## config.mk

```make
export PLATFORM = sky130hd
export DESIGN_NAME = uart_tx_flat
export DESIGN_NICKNAME = d
export VERILOG_FILES = /design/src/rtl/uart_pkg.sv /design/src/rtl/uart_tx_if.sv /design/src/rtl/uart_tx_bitcnt.sv /design/src/rtl/uart_tx.sv /design/src/flat_wrapper.sv
export SDC_FILE = /design/constraint.sdc
export NUM_CORES = 1
export LEC_CHECK = 0
export CAP_MARGIN = 20
export CORE_MARGIN = 2
export CORE_UTILIZATION = 54
export DETAILED_ROUTE_END_ITERATION = 8
export PLACE_DENSITY_LB_ADDON = 0.1
export SETUP_SLACK_MARGIN = 0.1
export SLEW_MARGIN = 20
export SYNTH_ARGS = -nofsm -noshare
export SYNTH_HDL_FRONTEND = slang
export SYNTH_HIERARCHICAL = 1
export SYNTH_SLANG_ARGS = --single-unit
```

## constraint.sdc

```tcl
create_clock -name clk -period 5.7 [get_ports clk]
set_input_delay 0.57 -clock clk [delete_from_list [all_inputs] [get_ports clk]]
set_output_delay 0.57 -clock clk [all_outputs]
set_load 0.05 [all_outputs]
```

## src/rtl/uart_pkg.sv

```systemverilog
// Shared serial-link definitions: frame states, line levels and sample-counter sizing.
// Used by both the transmitter and the receiver.
package uart_pkg;

  typedef enum logic [2:0] {
    IDLE   = 3'd0,
    START  = 3'd1,
    DATA   = 3'd2,
    PARITY = 3'd3,
    STOP   = 3'd4
  } uartState_e;

  localparam logic IDLE_LEVEL  = 1'b1;
  localparam logic START_LEVEL = 1'b0;

  localparam int DEFAULT_OVERSAMPLE = 16;

  function automatic int sampleWidth(input int oversample);
    return (oversample <= 2) ? 1 : $clog2(oversample);
  endfunction

  localparam int SAMPLE_W = sampleWidth(DEFAULT_OVERSAMPLE);

endpackage

```

## src/rtl/uart_tx_if.sv

```systemverilog
// Parallel-side handshake and serial output of the transmitter.
// Master is the CPU-side driver, slave is uart_tx.
interface uart_tx_if #(
  parameter int DATA_BITS = 8
);
  logic                 load;
  logic [DATA_BITS-1:0] din;
  logic                 tx;
  logic                 ready;
  logic                 done;
  logic [3:0]           bitIndex;

  modport master (
    output load, din,
    input  tx, ready, done, bitIndex
  );

  modport slave (
    input  load, din,
    output tx, ready, done, bitIndex
  );
endinterface

```

## src/rtl/uart_tx_bitcnt.sv

```systemverilog
// Per-bit sample counter, the transmit-side twin of the receiver's bit-sampling counter.
// Counts 0..OVERSAMPLE-1 while enabled; wrap marks the last sample of a serial bit.
module uart_tx_bitcnt import uart_pkg::*; #(
  parameter int OVERSAMPLE = DEFAULT_OVERSAMPLE,
  parameter int W          = sampleWidth(OVERSAMPLE)
) (
  input  logic clk,
  input  logic rst,
  input  logic en,
  input  logic clear,
  output logic wrap
);

  logic [W-1:0] count;

  assign wrap = en && (count == W'(OVERSAMPLE - 1));

  always_ff @(posedge clk or posedge rst) begin
    if (rst) begin
      count <= '0;
    end else if (clear) begin
      count <= '0;
    end else if (en) begin
      count <= wrap ? '0 : count + W'(1);
    end
  end

endmodule

```

## src/rtl/uart_tx.sv

```systemverilog
// Oversampled serial transmitter: start(0), data LSB-first, optional even parity, stop(1).
// Define UART_TX_PARITY_EN to insert the parity bit between data and stop.
module uart_tx import uart_pkg::*; #(
  parameter int DATA_BITS  = 8,
  parameter int OVERSAMPLE = DEFAULT_OVERSAMPLE
) (
  input  logic     clk,
  input  logic     rst,
  uart_tx_if.slave bus
);

  localparam logic [3:0] LAST_BIT = 4'(DATA_BITS - 1);

  uartState_e           state, nextState;
  logic [DATA_BITS-1:0] shiftReg, nextShift;
  logic [3:0]           bitIndex, nextBitIndex;
  logic                 txReg, txNext;
  logic                 wrap;
`ifdef UART_TX_PARITY_EN
  logic                 parityBit;
`endif

  uart_tx_bitcnt #(
    .OVERSAMPLE(OVERSAMPLE)
  ) bitCnt (
    .clk   (clk),
    .rst   (rst),
    .en    (state != IDLE),
    .clear (state == IDLE),
    .wrap  (wrap)
  );

  always_ff @(posedge clk or posedge rst) begin
    if (rst) begin
      state    <= IDLE;
      shiftReg <= '0;
      bitIndex <= '0;
      txReg    <= IDLE_LEVEL;
    end else begin
      state    <= nextState;
      shiftReg <= nextShift;
      bitIndex <= nextBitIndex;
      txReg    <= txNext;
    end
  end

`ifdef UART_TX_PARITY_EN
  // Parity is taken from the byte as accepted, since the shift register is consumed.
  always_ff @(posedge clk or posedge rst) begin
    if (rst) begin
      parityBit <= 1'b0;
    end else if (state == IDLE && bus.load) begin
      parityBit <= ^bus.din;
    end
  end
`endif

  always_comb begin
    nextState    = state;
    nextShift    = shiftReg;
    nextBitIndex = bitIndex;
    case (state)
      IDLE: begin
        if (bus.load) begin
          nextState = START;
          nextShift = bus.din;
        end
      end
      START: begin
        if (wrap) begin
          nextState    = DATA;
          nextBitIndex = '0;
        end
      end
      DATA: begin
        if (wrap) begin
          nextShift = shiftReg >> 1;
          if (bitIndex == LAST_BIT) begin
            nextBitIndex = '0;
`ifdef UART_TX_PARITY_EN
            nextState    = PARITY;
`else
            nextState    = STOP;
`endif
          end else begin
            nextBitIndex = bitIndex + 4'd1;
          end
        end
      end
`ifdef UART_TX_PARITY_EN
      PARITY: begin
        if (wrap) begin
          nextState = STOP;
        end
      end
`endif
      STOP: begin
        if (wrap) begin
          nextState = IDLE;
        end
      end
      default: begin
        nextState    = IDLE;
        nextShift    = '0;
        nextBitIndex = '0;
      end
    endcase
  end

  // tx is registered from the upcoming state so the line changes right at each bit edge.
  always_comb begin
    txNext = IDLE_LEVEL;
    case (nextState)
      START:   txNext = START_LEVEL;
      DATA:    txNext = nextShift[0];
`ifdef UART_TX_PARITY_EN
      PARITY:  txNext = parityBit;
`endif
      default: txNext = IDLE_LEVEL;
    endcase
  end

  assign bus.tx       = txReg;
  assign bus.ready    = (state == IDLE);
  assign bus.done     = (state == STOP) && wrap;
  assign bus.bitIndex = bitIndex;

endmodule

```

## src/flat_wrapper.sv

```systemverilog
// flat-port wrapper written by rule: the top's interface ports become plain ports
module uart_tx_flat import uart_pkg::*;
#(
  parameter int DATA_BITS  = 8,
  parameter int OVERSAMPLE = DEFAULT_OVERSAMPLE
)
  (clk, rst, bus_load, bus_din, bus_tx, bus_ready, bus_done, bus_bitIndex);
  uart_tx_if #(.DATA_BITS(DATA_BITS)) bus_i ();
  input  logic clk;
  input  logic rst;
  input wire logic [$bits(bus_i.load)-1:0] bus_load;
  input wire logic [$bits(bus_i.din)-1:0] bus_din;
  output wire logic [$bits(bus_i.tx)-1:0] bus_tx;
  output wire logic [$bits(bus_i.ready)-1:0] bus_ready;
  output wire logic [$bits(bus_i.done)-1:0] bus_done;
  output wire logic [$bits(bus_i.bitIndex)-1:0] bus_bitIndex;
  assign bus_i.load = bus_load;
  assign bus_i.din = bus_din;
  assign bus_tx = bus_i.tx;
  assign bus_ready = bus_i.ready;
  assign bus_done = bus_i.done;
  assign bus_bitIndex = bus_i.bitIndex;
  uart_tx #(.DATA_BITS(DATA_BITS), .OVERSAMPLE(OVERSAMPLE)) u_core (.clk(clk), .rst(rst), .bus(bus_i));
endmodule
```

; Word-level counts from Yosys, hierarchy flattened
; Cells that the tools add are included.
; Widths: inputs -> output; s select.
[op_classes]
n_addsub = 2
eq_ne = 10
muxes = 17
n_bitwise = 2
n_reduce_logical = 9
[op_table]
columns = operator, n
row1 = $mux 4, 6
row2 = $pmux 8 s3, 1
row3 = $mux 8, 2
row4 = $mux 3, 5
row5 = $pmux 3 s4, 1
row6 = $pmux 4 s3, 1
row7 = $add 4x1->4 const B, 2
row8 = $eq 3x1->1 const B, 2
row9 = $eq 3x2->1 const B, 2
row10 = $ne 2x2->1 const B, 3
row11 = $reduce_and 3->1, 2
row12 = $eq 4x3->1 const B, 1
row13 = $eq 4x4->1 const B, 1
row14 = $reduce_or 2->1, 2
row15 = $eq 3x3->1 const B, 1
row16 = $logic_not 3->1, 1
row17 = $reduce_bool 3->1, 1
row18 = $logic_and 1x1->1, 2
row19 = $not 1->1, 2
row20 = $pmux 1 s2, 1
row21 = $reduce_bool 2->1, 1
[word_totals]
reg_bits = 20
output_inout_bits = 7

; Logic depth before layout (Yosys ltp)
; Gate-level depths: netlist (run 1).
[logic_depth]
word_depth = 6
depth_mapped = 10

; By module
; The synthesis (run 1) kept the hierarchy.
[by_module_without_submodules]
columns = module, instances, cells_each, area_each_um2, seq_area_each_um2
row1 = uart_tx, 1, 77, 800.8, 401.6
row2 = uart_tx_bitcnt, 1, 23, 211.5, 100.1

; Worst setup path before layout (run 1)
; Ideal clock, no wire load.
[synth_timing]
kind = register -> output
startpoint = register u_core.state[0]
endpoint = output bus_done
arrival_ps = 2330
required_ps = 5130
setup_slack_ps = 2800
stages_incl_launch_ff = 8
cell_sequence = dfrtp_1 clkbuf_1 or3_1 nand2_2 nor2_1 buf_2 nand2_1 nor3_1
[synth_via]
elab_chain_cells = 3
[synth_rtl]
columns = element, line
row1 = from (decl), uart_tx.sv:14  ; uartState_e state, nextState;
row2 = from (signal assigned), uart_tx.sv:40  ; state <= nextState;
row3 = $reduce_bool 3->1, uart_tx.sv:28  ; .en (state != IDLE),
row4 = $logic_and 1x1->1, uart_tx_bitcnt.sv:16  ; assign wrap = en && (count == W'(OVERSAMPLE - 1));
row5 = named net u_core.wrap, uart_tx.sv:18  ; logic wrap;
row6 = $logic_and 1x1->1, uart_tx.sv:125  ; assign bus.done = (state == STOP) && wrap;
row7 = to (decl), flat_wrapper.sv:15  ; output wire logic [$bits(bus_i.done)-1:0] bus_done;
; The timed path passes the listed nets, and every way through them passes these cells.

; Final worst setup path (run 1)
; Same ends and word-level chain as after synthesis.

==> results of run 1 <==
## report_power, final
group	switching [µW]	internal (µW)
Clock	41.3	38.9
Combinational	76.3	68.3
Sequential	38.9	188
Total	156	295
## state kept, by name (all words and copies together), names as in the netlist
register and flops:
u_core/bitCnt/count 4, u_core/bus.bitIndex 4, u_core/shiftReg 8, u_core/state 3, u_core/bus.tx 1
## cells by family after synthesis
group | count (synthesis)
xor gates and xnor gates | 1
AOI/OAI and AO/OA | 29
and+or+nand+nor | 31
muxes | 1
adders and majority gates | 2
buffers and inverters | 16
DFF | 20
## routing by layer
layer  routed length [µm]  share of wire (%)  vias up
met5                    0                  0        -
met4                   26                1.3        0
met3                   52                2.6        4
met2                  995                 50       16
met1                  916                 46      403
li1                     -                  -      394
## worst max-delay path by stage
stage	startpoint	slack, ps	to	cells after the start
2_1_floorplan	u_core/state[0]	2800	bus_done	7
4_1_cts	u_core/state[0]	2310	bus_done	6
3_3_place_gp	u_core/state[0]	2780	bus_done	6
5_1_grt	u_core/state[0]	2030	bus_done	6
3_5_place_dp	u_core/state[0]	2670	bus_done	6
6_report	u_core/state[0]	2270	bus_done	6
## worst max-delay path: cells and delay by family (launching register included)
family	cells	cell delay, ps
and+or+nand+nor	5	1110
DFF	1	630
buffers and inverters	1	830
## placed cells by master, fill, tap and decap left out, types with 2 or more instances in the layout
cell / netlist / routed
o21ai_0: 5 / 5
ha_1: 2 / 2
a22o_1: 3 / 3
nand2b_1: 2 / 2
nand2_2: 2 / 2
nor3_2: 1 / 2
clkdlybuf4s50_1: 0 / 17
nor2_1: 6 / 6
nor3b_1: 2 / 2
clkbuf_4: 0 / 3
inv_1: 11 / 11
a21oi_1: 6 / 6
nand2_1: 6 / 6
a211oi_1: 2 / 2
or3_1: 2 / 2
dfrtp_1: 19 / 19
a222oi_1: 7 / 7
## cells in the mapped netlist (all sizes together), types with 3 or more instances
library cell,count
inv,11
buf,4
a21oi,6
dfrtp,19
nand2b,3
nand2,8
nor3,3
nor2,7
o21ai,5
a222oi,7
a22o,3
## stage by stage
step | instance area, µm² | utilization (%) | cells | hold slack, ps | setup WS, ps
after CTS | 1220 | 69.9 | 141 | 469 | 2310
after global routing | 1220 | 70.2 | 141 | 492 | 2030
final | 1220 | 70.2 | 141 | 475 | 2270
after floorplan | 1010 | - | 100 | 336 | 2800
after global placement | 1180 | 67.8 | 137 | 478 | 2780
after detailed placement | 1180 | 67.8 | 137 | 485 | 2670
## area by class of cell
type | count | share of cell area, %
inverters | 11 | 3.37
clock buffers | 4 | 2.96
multi-input cells | 64 | 36.3
flip-flops and latches | 20 | 41.0
well taps | 25 | 2.55
repair buffers | 17 | 13.9
==> results.toml, run 1 <==
[critical_path]
worstPathArrival_ps = 2860
worstSetupPathType = "flop to output port"
r2r_slack_ps = 2940
r2r-end = "u_core/bus.tx"
worstPathRequired_ps = 5130
end_kind = "output port"
crit_path_cell_trace = "or3_1, nand2_2, nor2_1, nand2_1, nor3_1, clkdlybuf4s50_1"
critPathMaxFanout = 15
startpoint_type = "flop"
crit_path_max_incr_delay_ps = 830
reg2reg_depth = 7
cpMaxStageDelayCell = "clkdlybuf4s50_1"
reg2reg_from = "u_core/state[0]"

[sta]
fin_crit_sh_pct = 60.3
slew_violations = 0
tightest_slew_ps = 698
relSlewSlack_pct = 53.2
timing.fmax_ghz = 0.291
timing.final.crit_period_ps = 3430
setup_viol = 0
skew_ps = 4.87
finalSetupTns_ps = 0
hold_viol = 0
rsz0062_at_grt = "no"

[power_and_ir_drop]
power.density_nw_per_um2 = 369
p_leak_uw = 0.000573
finalPower_uw = 451
ir_drop_mv = 0.260

[synthesis]
synth_top_area_share_pct = 47.0
ys_seq_elements = 20
synth-seq-area-share_pct = 49.6
yosys.area.top_type = "dfrtp_1"
synthesis.area_um2 = 1010
synth_top_family_by_area = "compound AO/OA/AOI/OAI gates"
synth.area.top_cells = "dfrtp_1 47%, a222oi_1 6.9%, inv_1 4.1%, a21oi_1 3.0%, dfstp_2 2.6%"
synth_xor_area_share_pct = 0.865
synth_fa_ha_area_share_pct = 2.47
synth-edff-count = 0
synth-simple-area-share_pct = 17.8
synth-compound-area-share_pct = 21.3
ys_types = 36
syn-mean-instance-area_um2 = 10.1
dominantRegCellSynth = "dfrtp_1"
yosysWarningCount = 6
postSynthCellCount = 100
async_reset_ff_share_pct = 100
muxShareOfSynthArea_pct = 0.989
syn_nets = 113

[floorplan]
core_um2 = 1750
die_y_um = 47.3
die_x_um = 47.3
num_rows = 15
ioPinCount = 18
start_util_pct = 58.0
die-area_um2 = 2240

[cts]
clk_pin_slew_worst_paths_ps = 110
cts_buffers = 3
worstSkewPairLatency_ps = 290
ctsRootBufferMaster = "clkbuf_4"
cts_resized = 0
clockBufferDepth = 2
cts_sinks = 20
cts_tree = "built"
ctsHtreeMaxLevel = 1
postCtsSetupRepairBufs = 0
holdBufCountCts = 0

[detailed_routing]
wl_um = 1990
vias_per_cell = 5.79
drc = 0
first_pass_iters = 5
routedWlPerCell_um = 14.1
drtIter0Drc = 47
vias = 817
ant_nets = 0

[finish]
diodes = 0
multi_input_area_um2 = 444
layout.nets = 130
fillers = 152
drive_gt1_share_pct = 11.2
area_growth_pct = 21.0
area.sequential_um2 = 502

[placed_design]
place_hpwl_um = 1450
portBuffers = 17
gp_congestion = 0.791

[global_routing]
met3_usage_pct = 3.85
met1_usage_pct = 29.3
use_met2_pct = 34.9
grt_pass1_vias = 769
grtUsageTotal_pct = 21.9
grt_max_degree = 17
grt.busiest_layer = "met2"
overflow = 0
grt_pass1_wl_um = 3370
antenna_found_initial = 0

[run]
drv_cap = 0

[min_path]
hold_path.class = "input port to asynchronous set/reset pin"

[status]
status = "completed"
(Power assumes the default switching activity.)
==> run 2, diff against run 1 <==
CORE_UTILIZATION = 45   (was 54)
clock period = 2.84 ns   (was 5.7 ns; I/O delays follow)
==> run 2 against run 1 <==
  * Global-route usage decreased by 4.2 points
  * Count of clock-buffer cells in the layout unchanged
  * Routed wire length is 3.2% higher
  * Critical path type unchanged
  * Largest power group unchanged
==> results.toml, run 2 (synthesis gave the netlist of run 1 again) <==
[status]
status = "completed"

[sta]
relSlewSlack_pct = 59.6
post-route-worst-setup-slack_ps = 308
finalSetupTns_ps = 0
rsz0062_at_grt = "no"
hold_viol = 0
skew_ps = 3.77
timing.fmax_ghz = 0.395
setup_viol = 0
timing.final.crit_period_ps = 2530
fin_crit_sh_pct = 89.2
tightest_slew_ps = 605
slew_violations = 0

[critical_path]
startpoint_type = "flop"
end_kind = "output port"
worstSetupPathType = "flop to output port"
cp-startpoint = "u_core/state[2]"
worstPathRequired_ps = 2560
critPathMaxFanout = 13
worstPathArrival_ps = 2250
reg2reg_depth = 7
reg2reg_from = "u_core/state[2]"
r2r_slack_ps = 310
r2r-end = "u_core/bus.tx"

[detailed_routing]
routedWlPerCell_um = 14.2
drc = 0
drtIter0Drc = 25
first_pass_iters = 4
vias_per_cell = 5.45
vias = 790
ant_nets = 0
wl_um = 2060

[finish]
final_core_util_pct = 56.3
drive_gt1_share_pct = 11.1
stdcell_count = 145
fillers = 210
layout_common_cells = "19 x dfrtp_1, 15 x clkdlybuf4s50_1, 11 x inv_1, 7 x a222oi_1"
regMostFlops = "u_core/shiftReg"
area.sequential_um2 = 502
area_growth_pct = 20.6
layout.nets = 131
multi_input_area_um2 = 439
final_common_cell = "dfrtp_1"
largest_reg_flops = 8
diodes = 0
reg.largest.list = "u_core/shiftReg: 8 flops, u_core/bitCnt/count: 4 flops, u_core/bus.bitIndex: 4 flops"

[placed_design]
place_hpwl_um = 1490
pre_cts_ws_ps = 333
gp_congestion = 0.779
portBuffers = 17
post-place-cells = 141

[floorplan]
ioPinCount = 18
num_rows = 17
die_x_um = 51.4
die-area_um2 = 2640
core_um2 = 2170
start_util_pct = 46.7
die_y_um = 51.4

[cts]
worstSkewPairLatency_ps = 300
ctsHtreeMaxLevel = 1
ctsRootBufferMaster = "clkbuf_4"
cts_buffers = 3
cts_sinks = 20
cts_tree = "built"
clk_pin_slew_worst_paths_ps = 120
holdBufCountCts = 0
clockBufferDepth = 2

[power_and_ir_drop]
power.density_nw_per_um2 = 726
ir_drop_mv = 0.463
p_leak_uw = 0.000590

[min_path]
hold_path.class = "input port to asynchronous set/reset pin"

[global_routing]
overflow = 0
grt_pass1_vias = 804
grt_pass1_wl_um = 3410
antenna_found_initial = 0
grtUsageTotal_pct = 17.7
grt_max_degree = 17

[run]
drv_cap = 0
==> run 2: what timing repair did <==
action / in CTS / in global routing
setup endpoints to repair: 0 / 1
buffers inserted: 0 / 0
resized for setup: 0 / 1
==> run 2: how the worst max path moves through the flow <==
stage,endpoint,slack (ps),cells after the start
5_1_grt,bus_done,110,6
3_5_place_dp,u_core/bus.tx,330,7
4_1_cts,bus_ready,180,3
2_1_floorplan,bus_done,230,7
6_report,bus_done,310,6
3_3_place_gp,u_core/bus.tx,470,7
==> run 2: stage by stage <==
step / power (µW) / area (µm²) / hold WS (ps)
floorplan: 667 / 1010 / 50.1
global placement: 736 / 1190 / 475
detailed placement: 752 / 1190 / 483
CTS: 893 / 1220 / 177
global route: 941 / 1220 / 196
finish: 886 / 1220 / 172
==> run 2: final cells by class <==
class / count / share of cell area, %
Clock buffer: 4 / 2.15
Timing Repair Buffer: 18 / 14.5
Sequential cell: 20 / 41.1
Inverter: 11 / 3.38
Tap cell: 28 / 2.87
Multi-Input combinational cell: 64 / 36.0
==> run 2: worst max-delay path: stages (launching register included) <==
cell	delay, ps
dfrtp_1	590
or3_1	290
nand2_2	90
nor2_1	450
nand2_1	120
nor3_1	160
buf_4	230
==> run 2: where the power goes <==
group	internal, µW	switching [µW]	total [µW]	leakage [µW]
logic	137	151	288	0.000321
registers	377	76.3	453	0.000254
clock network	54.8	90.0	145	0.0000150
==> run 2: routing by layer <==
metal	up-vias	share of wire, %	global-route usage [%]
met3	4	4.2	4.39
met5	-	0	0
met4	0	1.5	9.65
li1	400	-	-
met2	16	47	27.1
met1	370	48	23.0
==> run 3, diff against run 2 <==
SLEW_MARGIN = 10   (was 20)
==> results of run 3 <==
The final DEF is identical to that of run 2; final timing and power are the same.
